$ cat config.mk
export PLATFORM = sky130hd
export DESIGN_NAME = rs_enc_parity_gen
export DESIGN_NICKNAME = d
export VERILOG_FILES = /design/src/rtl/rs_enc_parity_gen.sv
export SDC_FILE = /design/constraint.sdc
export NUM_CORES = 1
export LEC_CHECK = 0
export CAP_MARGIN = 25
export CORE_ASPECT_RATIO = 0.7
export CORE_MARGIN = 10
export CORE_UTILIZATION = 40
export CTS_BUF_LIST = sky130_fd_sc_hd__clkbuf_2 sky130_fd_sc_hd__clkbuf_4 sky130_fd_sc_hd__clkbuf_8
export CTS_CLUSTER_DIAMETER = 40
export DETAILED_ROUTE_END_ITERATION = 10
export PLACE_DENSITY_LB_ADDON = 0.08
export SLEW_MARGIN = 15
export SYNTH_ARGS = -nofsm -noshare
export SYNTH_HDL_FRONTEND = slang
export SYNTH_SLANG_ARGS = --single-unit
export TNS_END_PERCENT = 1
$ cat constraint.sdc
create_clock -name i_clk -period 2.9 [get_ports i_clk]
set_input_delay 0.29 -clock i_clk [delete_from_list [all_inputs] [get_ports i_clk]]
set_output_delay 0.29 -clock i_clk [all_outputs]
set_load 0.1 [all_outputs]
$ cat src/rtl/rs_enc_parity_gen.sv
// Systematic RS(N_DATA+4, N_DATA) encoder over GF(2^8), poly 0x11D: passes message symbols
// through, then shifts the 4-symbol remainder out of the division LFSR.
module rs_enc_parity_gen #(
   parameter int N_DATA = 24,
   parameter int CNT_W  = 8
) (
   input  logic       i_clk,
   input  logic       i_rst,
   input  logic       i_frame_sync,
   input  logic [7:0] i_data,
   input  logic       i_data_sync,
   output logic [7:0] o_data,
   output logic       o_data_sync,
   output logic       o_parity,
   output logic       o_ready,
   output logic       o_busy,
   output logic       o_err
);

   typedef enum logic [1:0] {
      ST_IDLE   = 2'd0,
      ST_DATA   = 2'd1,
      ST_PARITY = 2'd2
   } state_t;

   localparam logic [CNT_W-1:0] LAST_IDX = CNT_W'(N_DATA - 1);

   // Constant operand k folds this into a pure XOR network.
   function automatic logic [7:0] gf_mul_const(input logic [7:0] a, input logic [7:0] k);
      logic [7:0] acc;
      logic [7:0] sh;
      acc = 8'h00;
      sh  = a;
      for (int i = 0; i < 8; i++) begin
         acc = acc ^ (sh & {8{k[i]}});
         sh  = {sh[6:0], 1'b0} ^ (sh[7] ? 8'h1D : 8'h00);
      end
      return acc;
   endfunction

   state_t           state_q, state_d;
   logic [CNT_W-1:0] cnt_q, cnt_d, cnt_b;
   logic [1:0]       pidx_q, pidx_d;
   logic [7:0]       r0_q, r1_q, r2_q, r3_q;
   logic [7:0]       r0_d, r1_d, r2_d, r3_d;
   logic [7:0]       r0_b, r1_b, r2_b, r3_b;
   logic [7:0]       fb_s;
   logic             accept_s;
   logic [7:0]       data_q, data_d;
   logic             dsync_q, dsync_d;
   logic             par_q, par_d;
   logic             rdy_q, rdy_d;
   logic             busy_q, busy_d;
   logic             err_q, err_d;

   // A frame sync clears the LFSR in the same cycle, so a coincident symbol starts the new frame.
   assign r0_b     = i_frame_sync ? 8'h00 : r0_q;
   assign r1_b     = i_frame_sync ? 8'h00 : r1_q;
   assign r2_b     = i_frame_sync ? 8'h00 : r2_q;
   assign r3_b     = i_frame_sync ? 8'h00 : r3_q;
   assign cnt_b    = i_frame_sync ? {CNT_W{1'b0}} : cnt_q;
   assign fb_s     = i_data ^ r3_b;
   assign accept_s = i_data_sync & (i_frame_sync | (state_q == ST_DATA));

   // Next-state, LFSR update and next output values.
   always_comb begin
      state_d = state_q;
      cnt_d   = cnt_q;
      pidx_d  = pidx_q;
      r0_d    = r0_q;
      r1_d    = r1_q;
      r2_d    = r2_q;
      r3_d    = r3_q;
      data_d  = 8'h00;
      dsync_d = 1'b0;
      par_d   = 1'b0;
      rdy_d   = 1'b0;
      busy_d  = 1'b0;
      err_d   = err_q;

      if (i_frame_sync) begin
         state_d = ST_DATA;
         cnt_d   = {CNT_W{1'b0}};
         pidx_d  = 2'd0;
         r0_d    = 8'h00;
         r1_d    = 8'h00;
         r2_d    = 8'h00;
         r3_d    = 8'h00;
         err_d   = 1'b0;
      end else begin
         case (state_q)
            ST_PARITY: begin
               data_d  = r3_q;
               dsync_d = 1'b1;
               par_d   = 1'b1;
               busy_d  = 1'b1;
               r3_d    = r2_q;
               r2_d    = r1_q;
               r1_d    = r0_q;
               r0_d    = 8'h00;
               pidx_d  = pidx_q + 2'd1;
               err_d   = err_q | i_data_sync;
               if (pidx_q == 2'd3) begin
                  rdy_d   = 1'b1;
                  state_d = ST_IDLE;
               end else begin
                  state_d = ST_PARITY;
               end
            end
            ST_IDLE, ST_DATA: begin
               state_d = state_q;
            end
            default: begin
               state_d = ST_IDLE;
            end
         endcase
      end

      if (accept_s) begin
         r3_d    = r2_b ^ gf_mul_const(fb_s, 8'h0F);
         r2_d    = r1_b ^ gf_mul_const(fb_s, 8'h36);
         r1_d    = r0_b ^ gf_mul_const(fb_s, 8'h78);
         r0_d    = gf_mul_const(fb_s, 8'h40);
         cnt_d   = cnt_b + CNT_W'(1);
         data_d  = i_data;
         dsync_d = 1'b1;
         state_d = (cnt_b == LAST_IDX) ? ST_PARITY : ST_DATA;
      end else begin
         dsync_d = dsync_d;
      end
   end

   // State, LFSR and registered outputs.
   always_ff @(posedge i_clk) begin
      if (i_rst) begin
         state_q <= ST_IDLE;
         cnt_q   <= {CNT_W{1'b0}};
         pidx_q  <= 2'd0;
         r0_q    <= 8'h00;
         r1_q    <= 8'h00;
         r2_q    <= 8'h00;
         r3_q    <= 8'h00;
         data_q  <= 8'h00;
         dsync_q <= 1'b0;
         par_q   <= 1'b0;
         rdy_q   <= 1'b0;
         busy_q  <= 1'b0;
         err_q   <= 1'b0;
      end else begin
         state_q <= state_d;
         cnt_q   <= cnt_d;
         pidx_q  <= pidx_d;
         r0_q    <= r0_d;
         r1_q    <= r1_d;
         r2_q    <= r2_d;
         r3_q    <= r3_d;
         data_q  <= data_d;
         dsync_q <= dsync_d;
         par_q   <= par_d;
         rdy_q   <= rdy_d;
         busy_q  <= busy_d;
         err_q   <= err_d;
      end
   end

   assign o_data      = data_q;
   assign o_data_sync = dsync_q;
   assign o_parity    = par_q;
   assign o_ready     = rdy_q;
   assign o_busy      = busy_q;
   assign o_err       = err_q;

endmodule

==> impl_metrics.py, run 1 <==
metrics = {
    "setup_path": {
        "required_ns": 3.12,
        "r2r_setup_slack_ns": 0.50,
        "critPathCapture": "r1_q[5]",
        "rr_endpoint": "r1_q[4]",
        "end_kind": "flip-flop",
        "critPathArrivalTime_ns": 2.70,
        "worst-path-stages": 7,
        "critical_path_class": "input pin to flip-flop",
        "crit_start": "i_data[6]",
        "reg2reg_from": "r3_q[6]",
        "path_cells": "clkdlybuf4s50_1, xor2_2, xnor3_1, xor2_1, xnor2_1, or3_1, a311oi_1",
        "path_buf_inv": 1,
        "ff2ff_path_depth": 7,
        "critPathLaunchType": "input pin",
        "path_max_fanout": 3,
        "critPathTopFamily": "XOR/XNOR gates",
        "crit_slowest_cell": "clkdlybuf4s50_1",
        "max_stage_delay_ns": 0.68,
    },
    "global_routing": {
        "grt_max_degree": 46,
        "antenna_found_initial": 0,
        "grt_first_pass_wirelength_um": 14000,
        "grt-ovfl-total": 0,
        "grt_pass1_vias": 2584,
        "grt_usage": 0.131,
    },
    "cells_and_area": {
        "insertedDiodeCount": 0,
        "finalNonFillerCells": 544,
        "design_area_sq_mm": 0.00413,
        "drive_gt1_frac": 0.156,
        "area_growth_pct": 14.8,
        "nets": 437,
    },
    "sta": {
        "min_period_over_period": 0.855,
        "setup_viol": 0,
        "finalSetupTns_ns": 0,
        "rsz0062_at_grt": "no",
        "max_freq_mhz": 403,
        "worst_slew_pin_slew_ns": 0.642,
        "fin_skew_ns": 0.0161,
        "min_period_ns": 2.48,
        "slew-limit-headroom": 0.570,
        "hold_viol_final": 0,
        "slew_violations": 0,
    },
    "cts": {
        "cts_made_buffers": 5,
        "hold_buffers": 0,
        "path_clk_slew_ns": 0.10,
        "clk_latency_ns": 0.33,
        "cts.sinks": 56,
        "cts.path.max_buffers": 2,
        "post_cts.repair.setup_buffers": 0,
        "post_cts_resized": 0,
        "htreeDepth": 2,
        "ctsRootBufferMaster": "clkbuf_8",
        "cts_tree": "built",
    },
    "yosys": {
        "synthMuxAreaShare": 0.00278,
        "yosys-top-cells-count": "nor2_1, xnor2_1, dfxtp_1",
        "yosysMostFrequentCell": "nor2_1",
        "synth-xor-area-share": 0.318,
        "syn_area_sq_mm": 0.00360,
        "synth-adder-area-share": 0.00696,
        "yosys.area.top_type": "dfxtp_1",
        "synthFlopType": "dfxtp_1",
        "synth_area_leaders": "dfxtp_1, xnor2_1, nor2_1",
        "synth.top_cell.area_share": 0.312,
        "synth-seq-cells": 56,
        "syn_inst": 395,
        "synth_compound_area_frac": 0.110,
        "synth_top_family_by_area": "XOR/XNOR gates",
        "synth-simple-area-share": 0.208,
        "yosysWarnings": 0,
        "yosysSeqAreaShare": 0.312,
        "synth_edf_count": 0,
        "synth.distinct_cells": 44,
        "synthesis.nets": 409,
        "syn_avg_cell_area_sq_um": 9.11,
        "synth-async-reset-ratio": 0,
    },
    "detailed_routing": {
        "met1_length_um": 4550,
        "drc": 0,
        "totalWireLength_um": 8340,
        "ant_nets": 0,
        "routed.top_layer": "met4",
        "drt_iter0_drc": 109,
        "via_per_inst": 4.82,
        "wl_met3_um": 468,
        "vias": 2620,
        "routedWlPerCell_um": 15.3,
        "first_pass_iters": 4,
        "wl_met2_um": 3260,
    },
    "pwr": {
        "p_leak_nw": 1.57,
        "power_density_mw_per_mm2": 628,
        "max-vdd-ir-drop_mv": 0.373,
    },
    "die": {
        "die_w_um": 133,
        "rows": 28,
        "die_h_um": 99.3,
        "die_area_sq_mm": 0.0132,
        "io_pins": 25,
        "core_sq_mm": 0.00862,
        "start_util": 0.417,
    },
    "status": {
        "status": "completed",
    },
    "flow_run": {
        "cap_violations": 0,
    },
    "placed_design": {
        "dpl-instance-area_sq_mm": 0.00399,
        "routabilityCongestion": 0.812,
        "dp_hpwl_um": 6160,
        "io_buffer_count": 24,
        "dp_cells": 536,
    },
    "hold_path": {
        "min_path_type": "input pin to flip-flop",
    },
}
[worst min-delay path by stage]
stage,startpoint,cells past startpoint,end,slack (ns)
after floorplan,i_data_sync,2,o_err,0.43
final,i_rst,2,o_data[2],0.35
after global placement,pidx_q[1],2,pidx_q[1],0.45
after detailed placement,pidx_q[1],2,pidx_q[1],0.45
after global routing,i_rst,2,o_data[4],0.36
after CTS,i_rst,2,o_data[6],0.34
[per-layer routing]
layer / GRT usage / vias up
met5: 0 / -
met4: 0.0275 / 0
met3: 0.0347 / 5
met2: 0.179 / 48
met1: 0.197 / 1211
li1: - / 1356
[cells by family (layout without fill, tap and decap cells)]
kind of cell | count (synthesis) | count (layout)
buffers and inverters | 30 | 59
and+or+nand+nor | 151 | 151
AOI/OAI and AO/OA | 55 | 55
xor gates and xnor gates | 100 | 100
muxes | 1 | 1
adders and majority gates | 2 | 2
DFF | 56 | 56
[sequential cells by signal, summed over array words and instances (netlist names), 2 cells and up]
signal / count
o_data: 8
cnt_q: 8
r1_q: 8
r2_q: 8
r3_q: 8
pidx_q: 2
r0_q: 8
state_q: 2
[layout by cell type, fill, tap and decap left out, types with 3 or more instances in the layout]
cell             instances
xnor2_2                  3
and2_1                   3
or3_1                    6
a211oi_1                16
xnor2_1                 61
xor3_1                   4
nor2b_1                 30
clkbuf_8                 5
nor2_1                  76
nand2b_1                 9
a22oi_1                 15
xnor3_1                  7
o31a_1                   3
a311oi_1                 4
xor2_1                  19
o21ai_0                  4
dfxtp_1                 56
clkdlybuf4s50_1          9
nand3_1                  3
and3_1                   3
nand2_1                  8
a21oi_1                  8
buf_4                   39
[power breakdown]
group,switching (W),internal (W),total (W)
Sequential,0.0000526,0.000834,0.000886
Clock,0.000273,0.000348,0.000621
Combinational,0.000539,0.000548,0.00109
Total,0.000865,0.00173,0.00259
[metrics by stage]
stage | hold WS [ns] | setup WS [ns] | total power [W] | util
finish | 0.352 | 0.419 | 0.00259 | 0.479
global route | 0.355 | 0.301 | 0.00276 | 0.479
CTS | 0.344 | 0.426 | 0.00262 | 0.479
detailed placement | 0.453 | 0.101 | 0.00199 | 0.463
global placement | 0.450 | 0.108 | 0.00199 | 0.463
floorplan | 0.431 | 0.675 | 0.00173 | -
[final cells by class]
| type | instances | area (sq um) |
|---|---|---|
| clock buffer | 5 | 68.8 |
| clock inverter | 3 | 68.8 |
| fill | 858 | 4490 |
| inverter | 1 | 3.75 |
| multi-input combinational | 309 | 2320 |
| sequential | 56 | 1120 |
| tap | 120 | 150 |
| timing repair buffer | 50 | 393 |
No activity file was read; power rests on OpenSTA's default activity.
==> run 2, diff against run 1 <==
--- a/config.mk
+++ b/config.mk
@@ -15,3 +15,3 @@
 export PLACE_DENSITY_LB_ADDON = 0.08
-export SLEW_MARGIN = 15
+export SLEW_MARGIN = 20
 export SYNTH_ARGS = -nofsm -noshare
--- a/constraint.sdc
+++ b/constraint.sdc
@@ -3,2 +3,2 @@
 set_output_delay 0.29 -clock i_clk [all_outputs]
-set_load 0.1 [all_outputs]
+set_load 0.05 [all_outputs]
==> impl_metrics.py, run 2 (synthesis gave the netlist of run 1 again) <==
metrics = {
    "global_routing": {
        "antenna_found_initial": 0,
        "grt_max_degree": 46,
        "grt_pass1_vias": 2603,
        "grt-ovfl-total": 0,
        "grt_usage": 0.135,
        "grt_first_pass_wirelength_um": 14300,
    },
    "cts": {
        "ctsRootBufferMaster": "clkbuf_8",
        "path_clk_slew_ns": 0.12,
        "clk_latency_ns": 0.34,
        "cts.sinks": 56,
        "cts_tree": "built",
        "cts_made_buffers": 5,
        "hold_buffers": 0,
        "htreeDepth": 2,
        "post_cts_resized": 0,
        "cts.path.max_buffers": 2,
        "post_cts.repair.setup_buffers": 0,
    },
    "pwr": {
        "switching_power_w": 0.000879,
        "max-vdd-ir-drop_mv": 0.300,
        "clkPwrFrac": 0.195,
        "seqPwrFrac": 0.364,
        "power.total_w": 0.00244,
        "p_int_w": 0.00156,
        "power_density_mw_per_mm2": 594,
        "combPwrFrac": 0.441,
        "p_leak_nw": 1.52,
        "p_sw_frac": 0.360,
    },
    "hold_path": {
        "hold-path-endpoint": "o_data[1]",
        "min_path_cells": 2,
        "min_path_type": "input pin to flip-flop",
        "min-delay-start": "i_rst",
    },
    "detailed_routing": {
        "drt_iter0_drc": 171,
        "ant_nets": 0,
        "vias": 2608,
        "met1_length_um": 4740,
        "via_per_inst": 4.82,
        "wl_met2_um": 3400,
        "routedWlPerCell_um": 16.1,
        "routed.top_layer": "met4",
        "drc": 0,
        "first_pass_iters": 4,
        "totalWireLength_um": 8720,
        "wl_met3_um": 480,
    },
    "setup_path": {
        "reg2reg_from": "r3_q[6]",
        "ff2ff_path_depth": 6,
        "path_cells": "xnor2_1, nor2_2, xor2_4, xor3_1, or3_1, a311oi_1",
        "end_kind": "flip-flop",
        "crit_slowest_cell": "dfxtp_1",
        "rr_endpoint": "r3_q[3]",
        "critPathArrivalTime_ns": 2.78,
        "critical_path_class": "flip-flop to flip-flop",
        "required_ns": 3.15,
        "max_stage_delay_ns": 0.62,
        "path_max_fanout": 6,
        "critPathLaunchType": "flip-flop",
        "r2r_setup_slack_ns": 0.37,
    },
    "die": {
        "die_area_sq_mm": 0.0132,
        "die_w_um": 133,
        "die_h_um": 99.3,
        "core_sq_mm": 0.00862,
        "io_pins": 25,
        "start_util": 0.417,
        "rows": 28,
    },
    "sta": {
        "hold_ws_ns": 0.388,
        "rsz0062_at_grt": "no",
        "max_freq_mhz": 395,
        "finalSetupTns_ns": 0,
        "slew-limit-headroom": 0.552,
        "min_period_over_period": 0.873,
        "slew_violations": 0,
        "hold_viol_final": 0,
        "fin_skew_ns": 0.0167,
        "setup_viol": 0,
        "min_period_ns": 2.53,
        "worst_slew_pin_slew_ns": 0.670,
    },
    "cells_and_area": {
        "area_growth_pct": 14.3,
        "drive_gt1_frac": 0.119,
        "final_cell_mix": "nor2_1, xnor2_1, dfxtp_1",
        "layout_commonest_cell": "nor2_1",
        "design_area_sq_mm": 0.00411,
        "regArea_sq_mm": 0.00112,
        "insertedDiodeCount": 0,
        "multi_input_area_sq_mm": 0.00232,
        "nets": 434,
        "fill_cells": 885,
    },
    "placed_design": {
        "io_buffer_count": 24,
        "dpl-instance-area_sq_mm": 0.00402,
        "dp_hpwl_um": 6230,
        "routabilityCongestion": 0.899,
    },
    "status": {
        "status": "completed",
    },
    "flow_run": {
        "cap_violations": 0,
    },
}
run 2: how the worst max path moves through the flow:
stage               from      end  slack [ns]  cells past startpoint
2_1_floorplan    r3_q[5]  r3_q[3]        0.68                      8
3_3_place_gp   i_data[7]  r2_q[3]        0.12                      8
3_5_place_dp   i_data[7]  r3_q[3]        0.03                      6
4_1_cts          r3_q[6]  r3_q[3]        0.38                      6
5_1_grt          r3_q[6]  r3_q[3]        0.26                      6
6_report         r3_q[6]  r3_q[3]        0.37                      6
run 2: worst max-delay path: cells and delay by family (launching register included):
family	cells	cell delay [ns]
xor+xnor	3	0.94
simple gates	2	0.60
flops	1	0.62
compound gates	1	0.29
run 2: final cells by class:
class	count	area share
multi-input combinational	309	0.566
timing repair buffer	47	0.101
clock inverter	3	0.00639
sequential	56	0.273
clock buffer	5	0.0167
inverter	1	0.000913
tap	120	0.0365
run 2: power groups by stage:
| stage | clock network (W) | registers (W) | logic [W] |
|---|---|---|---|
| 2_1_floorplan | 0 | 0.000895 | 0.000818 |
| 3_3_place_gp | 0 | 0.000905 | 0.00106 |
| 3_5_place_dp | 0 | 0.000905 | 0.00106 |
| 4_1_cts | 0.000497 | 0.000888 | 0.00107 |
| 5_1_grt | 0.000527 | 0.000897 | 0.00117 |
| 6_report | 0.000476 | 0.000888 | 0.00108 |
run 2: metrics by stage:
step | std cells | util | worst slack [ns]
2_1_floorplan | 395 | - | 0.675
3_3_place_gp | 533 | 0.466 | 0.119
3_5_place_dp | 533 | 0.466 | 0.0258
4_1_cts | 541 | 0.477 | 0.384
5_1_grt | 541 | 0.477 | 0.262
6_report | 541 | 0.477 | 0.370
run 2: layer usage:
| metal | GRT usage | vias up |
|---|---|---|
| met5 | 0 | - |
| met4 | 0.0342 | 0 |
| met3 | 0.0347 | 14 |
| met2 | 0.185 | 46 |
| met1 | 0.202 | 1196 |
| li1 | - | 1352 |
